$ cat config.mk
export PLATFORM = sky130hd
export DESIGN_NAME = onehot_dec
export DESIGN_NICKNAME = d
export VERILOG_FILES = /design/src/rtl/onehot_dec.sv
export SDC_FILE = /design/constraint.sdc
export NUM_CORES = 1
export LEC_CHECK = 0
export ABC_AREA = 1
export CORE_ASPECT_RATIO = 0.8
export CORE_MARGIN = 2
export CORE_UTILIZATION = 52
export CTS_CLUSTER_DIAMETER = 120
export DETAILED_ROUTE_END_ITERATION = 10
export GPL_ROUTABILITY_DRIVEN = 0
export PLACE_DENSITY = 0.81
export SYNTH_ARGS = -nofsm -noshare
export SYNTH_HDL_FRONTEND = slang
export SYNTH_SLANG_ARGS = --single-unit
$ cat constraint.sdc
create_clock -name clk -period 3.5 [get_ports clk]
set_clock_uncertainty 0.2 [all_clocks]
set_input_delay 0.7 -clock clk [delete_from_list [all_inputs] [get_ports clk]]
set_output_delay 0.7 -clock clk [all_outputs]
set_load 0.02 [all_outputs]
$ cat src/rtl/onehot_dec.sv
// Binary-to-one-hot decoder with valid/ready handshakes.
// Emits a single one-hot beat or a walking-one sweep from bit 0 to the index.
module onehot_dec #(
  parameter int W = 3
) (
  input  logic              clk,
  input  logic              rst,
  input  logic              in_valid,
  output logic              in_ready,
  input  logic [W-1:0]      in_idx,
  input  logic              in_sweep,
  output logic              out_valid,
  input  logic              out_ready,
  output logic [(1<<W)-1:0] out_deg,
  output logic [W-1:0]      out_idx,
  output logic              out_last
);

  localparam int N = 1 << W;

  typedef enum logic {
    IDLE = 1'b0,
    SEND = 1'b1
  } state_e;

  localparam logic [N-1:0] ONE = {{(N-1){1'b0}}, 1'b1};
  localparam logic [W-1:0] INC = {{(W-1){1'b0}}, 1'b1};

  state_e         state_q, state_d;
  logic [W-1:0]   tgt_q,   tgt_d;
  logic           valid_q, valid_d;
  logic [N-1:0]   deg_q,   deg_d;
  logic [W-1:0]   idx_q,   idx_d;
  logic           last_q,  last_d;

  logic           req_acc;
  logic           beat_acc;
  logic [W-1:0]   idx_nx;

  assign in_ready = (state_q == IDLE);
  assign req_acc  = in_valid && in_ready;
  assign beat_acc = valid_q && out_ready;
  assign idx_nx   = idx_q + INC;

  always_comb begin
    state_d = state_q;
    tgt_d   = tgt_q;
    valid_d = valid_q;
    deg_d   = deg_q;
    idx_d   = idx_q;
    last_d  = last_q;
    unique case (state_q)
      IDLE: begin
        if (req_acc) begin
          tgt_d   = in_idx;
          valid_d = 1'b1;
          state_d = SEND;
          if (in_sweep) begin
            idx_d  = '0;
            deg_d  = ONE;
            last_d = (in_idx == '0);
          end else begin
            idx_d  = in_idx;
            deg_d  = ONE << in_idx;
            last_d = 1'b1;
          end
        end
      end
      SEND: begin
        if (beat_acc) begin
          if (last_q) begin
            // deg/idx keep their last values once the transaction ends
            valid_d = 1'b0;
            last_d  = 1'b0;
            state_d = IDLE;
          end else begin
            deg_d  = deg_q << 1;
            idx_d  = idx_nx;
            last_d = (idx_nx == tgt_q);
          end
        end
      end
      default: state_d = IDLE;
    endcase
  end

  always_ff @(posedge clk or posedge rst) begin
    if (rst) begin
      state_q <= IDLE;
      tgt_q   <= '0;
      valid_q <= 1'b0;
      deg_q   <= '0;
      idx_q   <= '0;
      last_q  <= 1'b0;
    end else begin
      state_q <= state_d;
      tgt_q   <= tgt_d;
      valid_q <= valid_d;
      deg_q   <= deg_d;
      idx_q   <= idx_d;
      last_q  <= last_d;
    end
  end

  assign out_valid = valid_q;
  assign out_deg   = deg_q;
  assign out_idx   = idx_q;
  assign out_last  = last_q;

endmodule

==> results of run 1 <==
-- state kept, by name, indices dropped and copies added (netlist names) --
register / cells
out_deg: 8
out_idx: 3
tgt_q: 3
out_last: 1
out_valid: 1
state_q: 1
-- cells in the final DEF, fill, tap and decap left out --
master,Yosys,final
nand2_1,36,36
clkdlybuf4s50_1,0,21
dfrtp_1,17,17
inv_1,11,11
o21ai_0,9,9
nor2_1,8,8
o21ai_1,7,7
nand3_1,7,7
a21oi_1,5,5
o21a_1,4,4
clkbuf_4,0,3
nand2_4,2,2
a21oi_2,2,2
inv_2,1,1
o21ai_4,1,1
o22ai_1,1,1
o211ai_1,1,1
xnor2_1,1,1
nor2_2,1,1
ha_1,1,1
clkbuf_1,0,1
-- area by class of cell --
| type | count | area, sq um |
|---|---|---|
| multi-input combinational | 86 | 433 |
| timing repair buffer | 21 | 210 |
| sequential | 17 | 425 |
| fill | 150 | 492 |
| tap | 22 | 27.5 |
| clock buffer | 4 | 26.3 |
| inverter | 12 | 45.0 |
-- logic make-up (layout without fill, tap and decap cells) --
logic type	after synthesis	count (layout)	share of synthesized area [%]
buffers and inverters	15	37	8.04
XOR/XNOR	1	1	0.939
AND/OR/NAND/NOR	54	54	24.5
adder cells (fa/ha/maj)	1	1	1.34
AO/OA/AOI/OAI	30	30	19.6
flip-flops	17	17	45.6
-- final timing paths --
path,startpoint,endpoint,depth (start not counted)
max reg2reg,state_q,out_deg[2],6
max,state_q,in_ready,2
max in group asynchronous,rst,out_deg[4],2
min,tgt_q[1],tgt_q[1],2
min reg2reg,tgt_q[1],tgt_q[1],2
min in group asynchronous,rst,out_idx[2],2
-- power breakdown --
part / switching, uW / internal, uW / total (uW)
Combinational: 11.4 / 8.37 / 19.8
Clock: 58.9 / 44.4 / 103
Sequential: 0 / 196 / 196
Total: 70.3 / 249 / 319
-- stage by stage --
stage / utilization, % / hold WS [ns] / cells
floorplan: - / 0.273 / 118
global placement: 68.8 / 0.277 / 158
detailed placement: 68.8 / 0.298 / 158
CTS: 70.4 / 0.321 / 162
global route: 70.4 / 0.334 / 162
finish: 70.4 / 0.323 / 162
-- critical path: cells and delay by family (launching register included) --
kind	cells	cell delay [ns]
flops	1	0.52
buf+inv	2	0.94
-- metal layers --
| metal | vias up | share of wire [%] | GRT usage (%) |
|---|---|---|---|
| li1 | 429 | - | - |
| met1 | 397 | 49 | 30.1 |
| met2 | 23 | 46 | 32.6 |
| met3 | 2 | 4.4 | 5.40 |
| met4 | 0 | 0.82 | 3.16 |
| met5 | - | 0 | 0 |
==> summary.md, run 1 <==
| Metric | Value |
|---|---|
| Routed via count | `~850` |
| Flops & latches, synth | `17` |
| Post-route ant nets | `0` |
| Worst Path Required | `between 2 and 3 ns` |
| Global router's overall resource usage | `21.0%` |
| Reg clk slew, reported paths | `0.09 ns` |
| CP Max Fanout | `13` |
| CTS tree | `done` |
| Cts bufs inserted | `3` |
| Top post-synthesis cells by count | `nand2_1, dfrtp_1, inv_1` |
| Detailed-route DRC error count | `0` |
| Pre-CTS WS | `about 1.2 ns` |
| Flop-to-flop setup slack | `roughly 1.7 ns` |
| Setup TNS | `0 ns` |
| Std cell rows | `13` |
| Antenna violations before repair | `0` |
| Cell at the root of the clock tree | `clkbuf_4` |
| Power density over the cells | `274 nW/um^2` |
| Ratio of routed vias to standard cells | `5.25` |
| Hold/Removal Path Class | `flop to flop` |
| Largest stage delay on the critical path | `around 0.67 ns` |
| DR iter-0 viols | `16` |
| DP Wirelength | `1550 um` |
| Worst setup EP type | `output port` |
| Global-route wire length before repair | `~3400 um` |
| Final number of setup-violating endpoints | `0` |
| Final routed wirelength across all metal layers | `a little over 2000 um` |
| Number of cells produced by synthesis | `118` |
| CP arrival | `approximately 1.8 ns` |
| Area enclosed by the die boundary | `2150 sq um` |
| Routed len/inst | `12.7 um` |
| Outcome | `finished clean` |
| Grt ovf | `0` |
| Final worst slack | `0.843 ns` |
| Max Clock Freq | `376 MHz` |
| Most common cell in the synthesized netlist | `nand2_1` |
| 1st-pass router iterations | `4` |
| Number of levels in the clock H-tree | `1` |
| Pin count of the biggest net entering global routing | `20` |
| Number of nets in the layout | `150` |
| Synthesized area per cell | `around 8 sq um` |
| Worst-Skew Late Latency | `~0.29 ns` |
| Post-CTS Setup Repair Bufs | `0` |
| Maximum number of buffers from clock root to sink | `2` |
| Slowest stage cell on the critical path | `clkdlybuf4s50_1` |
| FFs w/ async S/R, synth | `between 90% and 100%` |
| Cell type with the highest aggregate area in the netlist | `dfrtp_1` |
| Final number of hold-violating endpoints | `0` |
| Finished layout cell area | `1170 sq um` |
| Total power | `around 320 uW` |
| Cell variety after synth | `20` |
| Yosys top cell area share | `45.6%` |
| Startpoint-to-endpoint class of the critical path | `flop to output port` |
| Ranking of synthesized cells by area | `dfrtp_1, nand2_1, o21ai_0` |
| Die Y | `around 42 um` |
| Placeable Area | `around 1700 sq um` |
| Starting Density | `a little under three fifths` |
| Least-Margin Pin Slew | `about 0.65 ns` |
| Fin. max-slew vios | `0` |
| Number of global-route vias before repair | `770` |
| YS warnings | `0` |
| Total leakage power | `0.000524 uW` |
| Post-layout min period | `2.66 ns` |
| Post-CTS Hold Fix Bufs | `0` |
| Unrepaired setup endpoints after global routing | `no` |
| Port bufs | `21` |
| Relative slew margins | `a little under three fifths` |
| Number of synthesized flops with an enable pin | `0` |
| Type of origin of the critical path | `flop` |
| Area delta synth->final | `25.1%` |
| I/O pin cnt | `22` |
| CTS-repair resized insts | `0` |
| Post-synth net total | `~130` |
| Ordered cell list for the critical path | `inv_2, clkdlybuf4s50_1` |
| Summed instance area of the synthesized netlist | `roughly 930 sq um` |
| Sequential element share of the synthesized area | `45.6%` |
| Worst IR drop on VDD | `~0.26 mV` |
| Fraction of layout instances using a drive strength above 1 | `under 10%` |
| Die outline width | `just over 50 um` |
| Count of clock tree sinks | `17` |
| Part of the cycle the worst path needs | `about three quarters` |
| Inserted Diodes | `0` |
| Area of placed instances | `1140 sq um` |
| Prevailing post-synth register cell | `dfrtp_1` |
| Maximum Capacitance Violations | `0` |
Power figures use the tool's default switching activity.
==> inputs of run 2 (changes only) <==
Settings changed: CORE_UTILIZATION 52 to 43, PLACE_DENSITY 0.81 to 0.71.
Clock period 3.5 ns to 2.2 ns, I/O delays scaled along.
==> run 2 against run 1 <==
Against the previous run: die area is 19% higher; hold slack worse by 0.016 ns; via count is 2.4% lower; power is 59% higher; critical path depth is 1 lower; design area is 1.6% higher; non-clock buffer count is 2 higher; global-route usage is 2.9 points lower; sequential power is 59% higher; count of clock-buffer cells in the layout stayed put; largest power group unchanged; highest routed layer unchanged.
==> summary.md, run 2 (synthesis gave the netlist of run 1 again) <==
| Metric | Value |
|---|---|
| Outcome | `finished clean` |
| Total leakage power | `0.000534 uW` |
| Unrepaired setup endpoints after global routing | `no` |
| Post-CTS Hold Fix Bufs | `0` |
| Number of levels in the clock H-tree | `1` |
| Leading cell type in the layout, fill and taps excluded | `nand2_1` |
| Crit path capture | `out_last` |
| Post-route ant nets | `0` |
| Worst r2r path cells | `7` |
| Capturing point of the worst reg2reg path | `out_deg[2]` |
| Final number of hold-violating endpoints | `0` |
| Number of nets in the layout | `152` |
| Leading cell types in the layout, fill and taps excluded | `nand2_1, clkdlybuf4s50_1, dfrtp_1` |
| Final routed wirelength across all metal layers | `around 2000 um` |
| DP Wirelength | `between 1500 and 2000 um` |
| Die Y | `approximately 46 um` |
| Routed via count | `between 800 and 900` |
| Count of clock tree sinks | `17` |
| Grt ovf | `0` |
| Hold/Removal Path Class | `flop to flop` |
| CP arrival | `approximately 1.4 ns` |
| Fin. max-slew vios | `0` |
| Worst Path Required | `between 1.5 and 2 ns` |
| I/O pin cnt | `22` |
| Cts bufs inserted | `3` |
| Buffers and inverters on the worst path | `1` |
| Finished layout cell area | `roughly 1200 sq um` |
| Cell family with the largest share of critical-path delay | `buffers and inverters` |
| Worst setup EP type | `output port` |
| CTS tree | `done` |
| Global-route wire length before repair | `between 3000 and 4000 um` |
| Register area | `between 400 and 500 sq um` |
| Starting Density | `between 40% and 50%` |
| Area delta synth->final | `27.1%` |
| 1st-pass router iterations | `4` |
| Type of origin of the critical path | `flop` |
| Post-layout min period | `between 2 and 2.5 ns` |
| Final number of setup-violating endpoints | `0` |
| Ordered cell list for the critical path | `clkdlybuf4s50_1` |
| Reg clk slew, reported paths | `about 0.1 ns` |
| Relative slew margins | `between 50 and 60%` |
| Instance count along the most critical hold path | `2` |
| Worst-Skew Late Latency | `0.29 ns` |
| Routed len/inst | `between 10 and 15 um` |
| CP Max Fanout | `5` |
| Max Clock Freq | `496 MHz` |
| Placeable Area | `about 2100 sq um` |
| Port bufs | `21` |
| Startpoint of the worst setup timing path | `out_last` |
| Die outline width | `56.1 um` |
| Pin count of the biggest net entering global routing | `20` |
| Post-CTS Setup Repair Bufs | `0` |
| Antenna violations before repair | `0` |
| Inserted Diodes | `0` |
| Maximum Capacitance Violations | `0` |
| Fraction of layout instances using a drive strength above 1 | `~8.5%` |
| Area of placed instances | `about 1200 sq um` |
| CTS-repair resized insts | `0` |
| DR iter-0 viols | `24` |
| Slowest stage cell on the critical path | `clkdlybuf4s50_1` |
| Std cell rows | `15` |
| Area enclosed by the die boundary | `2560 sq um` |
| Max reg flops | `8` |
| Least-Margin Pin Slew | `0.656 ns` |
| Part of the cycle the worst path needs | `between 90 and 100%` |
| Area taken by multi-input logic gates | `~430 sq um` |
| Maximum number of buffers from clock root to sink | `2` |
| DP Cell Count | `roughly 160` |
| Detailed-route DRC error count | `0` |
| Global router's overall resource usage | `18.0%` |
| Flop-to-flop setup slack | `0.64 ns` |
| Worst IR drop on VDD | `approximately 0.44 mV` |
| Largest stage delay on the critical path | `0.63 ns` |
| Ratio of routed vias to standard cells | `4.98` |
| R2R Path Start | `state_q` |
| Number of fill cells in the layout | `207` |
| Setup TNS | `0 ns` |
| Power density over the cells | `approximately 430 nW/um^2` |
| Startpoint-to-endpoint class of the critical path | `flop to output port` |
| Number of stages on the worst setup path | `1` |
| Count of non-filler cells in the finished layout | `between 150 and 200` |
| Total power | `around 510 uW` |
| Number of global-route vias before repair | `between 700 and 800` |
| Cell at the root of the clock tree | `clkbuf_4` |
==> run 2: per-stage QoR <==
| step | hold slack (ns) | setup slack (ns) | utilization [%] |
|---|---|---|---|
| 4_1_cts | 0.312 | 0.175 | 56.4 |
| 2_1_floorplan | 0.166 | 0.728 | - |
| 5_1_grt | 0.358 | 0.109 | 56.4 |
| 6_report | 0.307 | 0.184 | 56.4 |
| 3_5_place_dp | 0.287 | 0.302 | 55.2 |
| 3_3_place_gp | 0.286 | 0.347 | 55.2 |
==> run 2: area by class of cell <==
class | count | area share [%]
multi-input combinational | 86 | 36.5
sequential | 17 | 35.9
timing repair buffer | 23 | 19.0
inverter | 12 | 3.80
tap | 25 | 2.64
clock buffer | 4 | 2.22
==> run 2: how the worst min path moves through the flow <==
stage | start | end | slack [ns]
2_1_floorplan | rst | out_deg[0] | 0.17
3_3_place_gp | out_deg[7] | out_deg[7] | 0.29
3_5_place_dp | out_deg[7] | out_deg[7] | 0.29
4_1_cts | out_deg[7] | out_deg[7] | 0.31
5_1_grt | tgt_q[1] | tgt_q[1] | 0.36
6_report | out_deg[7] | out_deg[7] | 0.31
==> run 2: layer usage <==
| layer | vias up | share of wire, % | track usage [%] | wire length, um |
|---|---|---|---|---|
| li1 | 433 | - | - | - |
| met1 | 365 | 52 | 26.0 | 1050 |
| met2 | 31 | 39 | 25.2 | 799 |
| met3 | 2 | 8.3 | 8.24 | 168 |
| met4 | 0 | 0.49 | 2.86 | 10 |
| met5 | - | 0 | 0 | 0 |
==> run 2: where the power goes <==
| part | total (uW) | switching (uW) | internal (uW) |
|---|---|---|---|
| Combinational | 31.1 | 17.8 | 13.3 |
| Clock | 165 | 94.9 | 70.6 |
| Sequential | 312 | 0 | 312 |
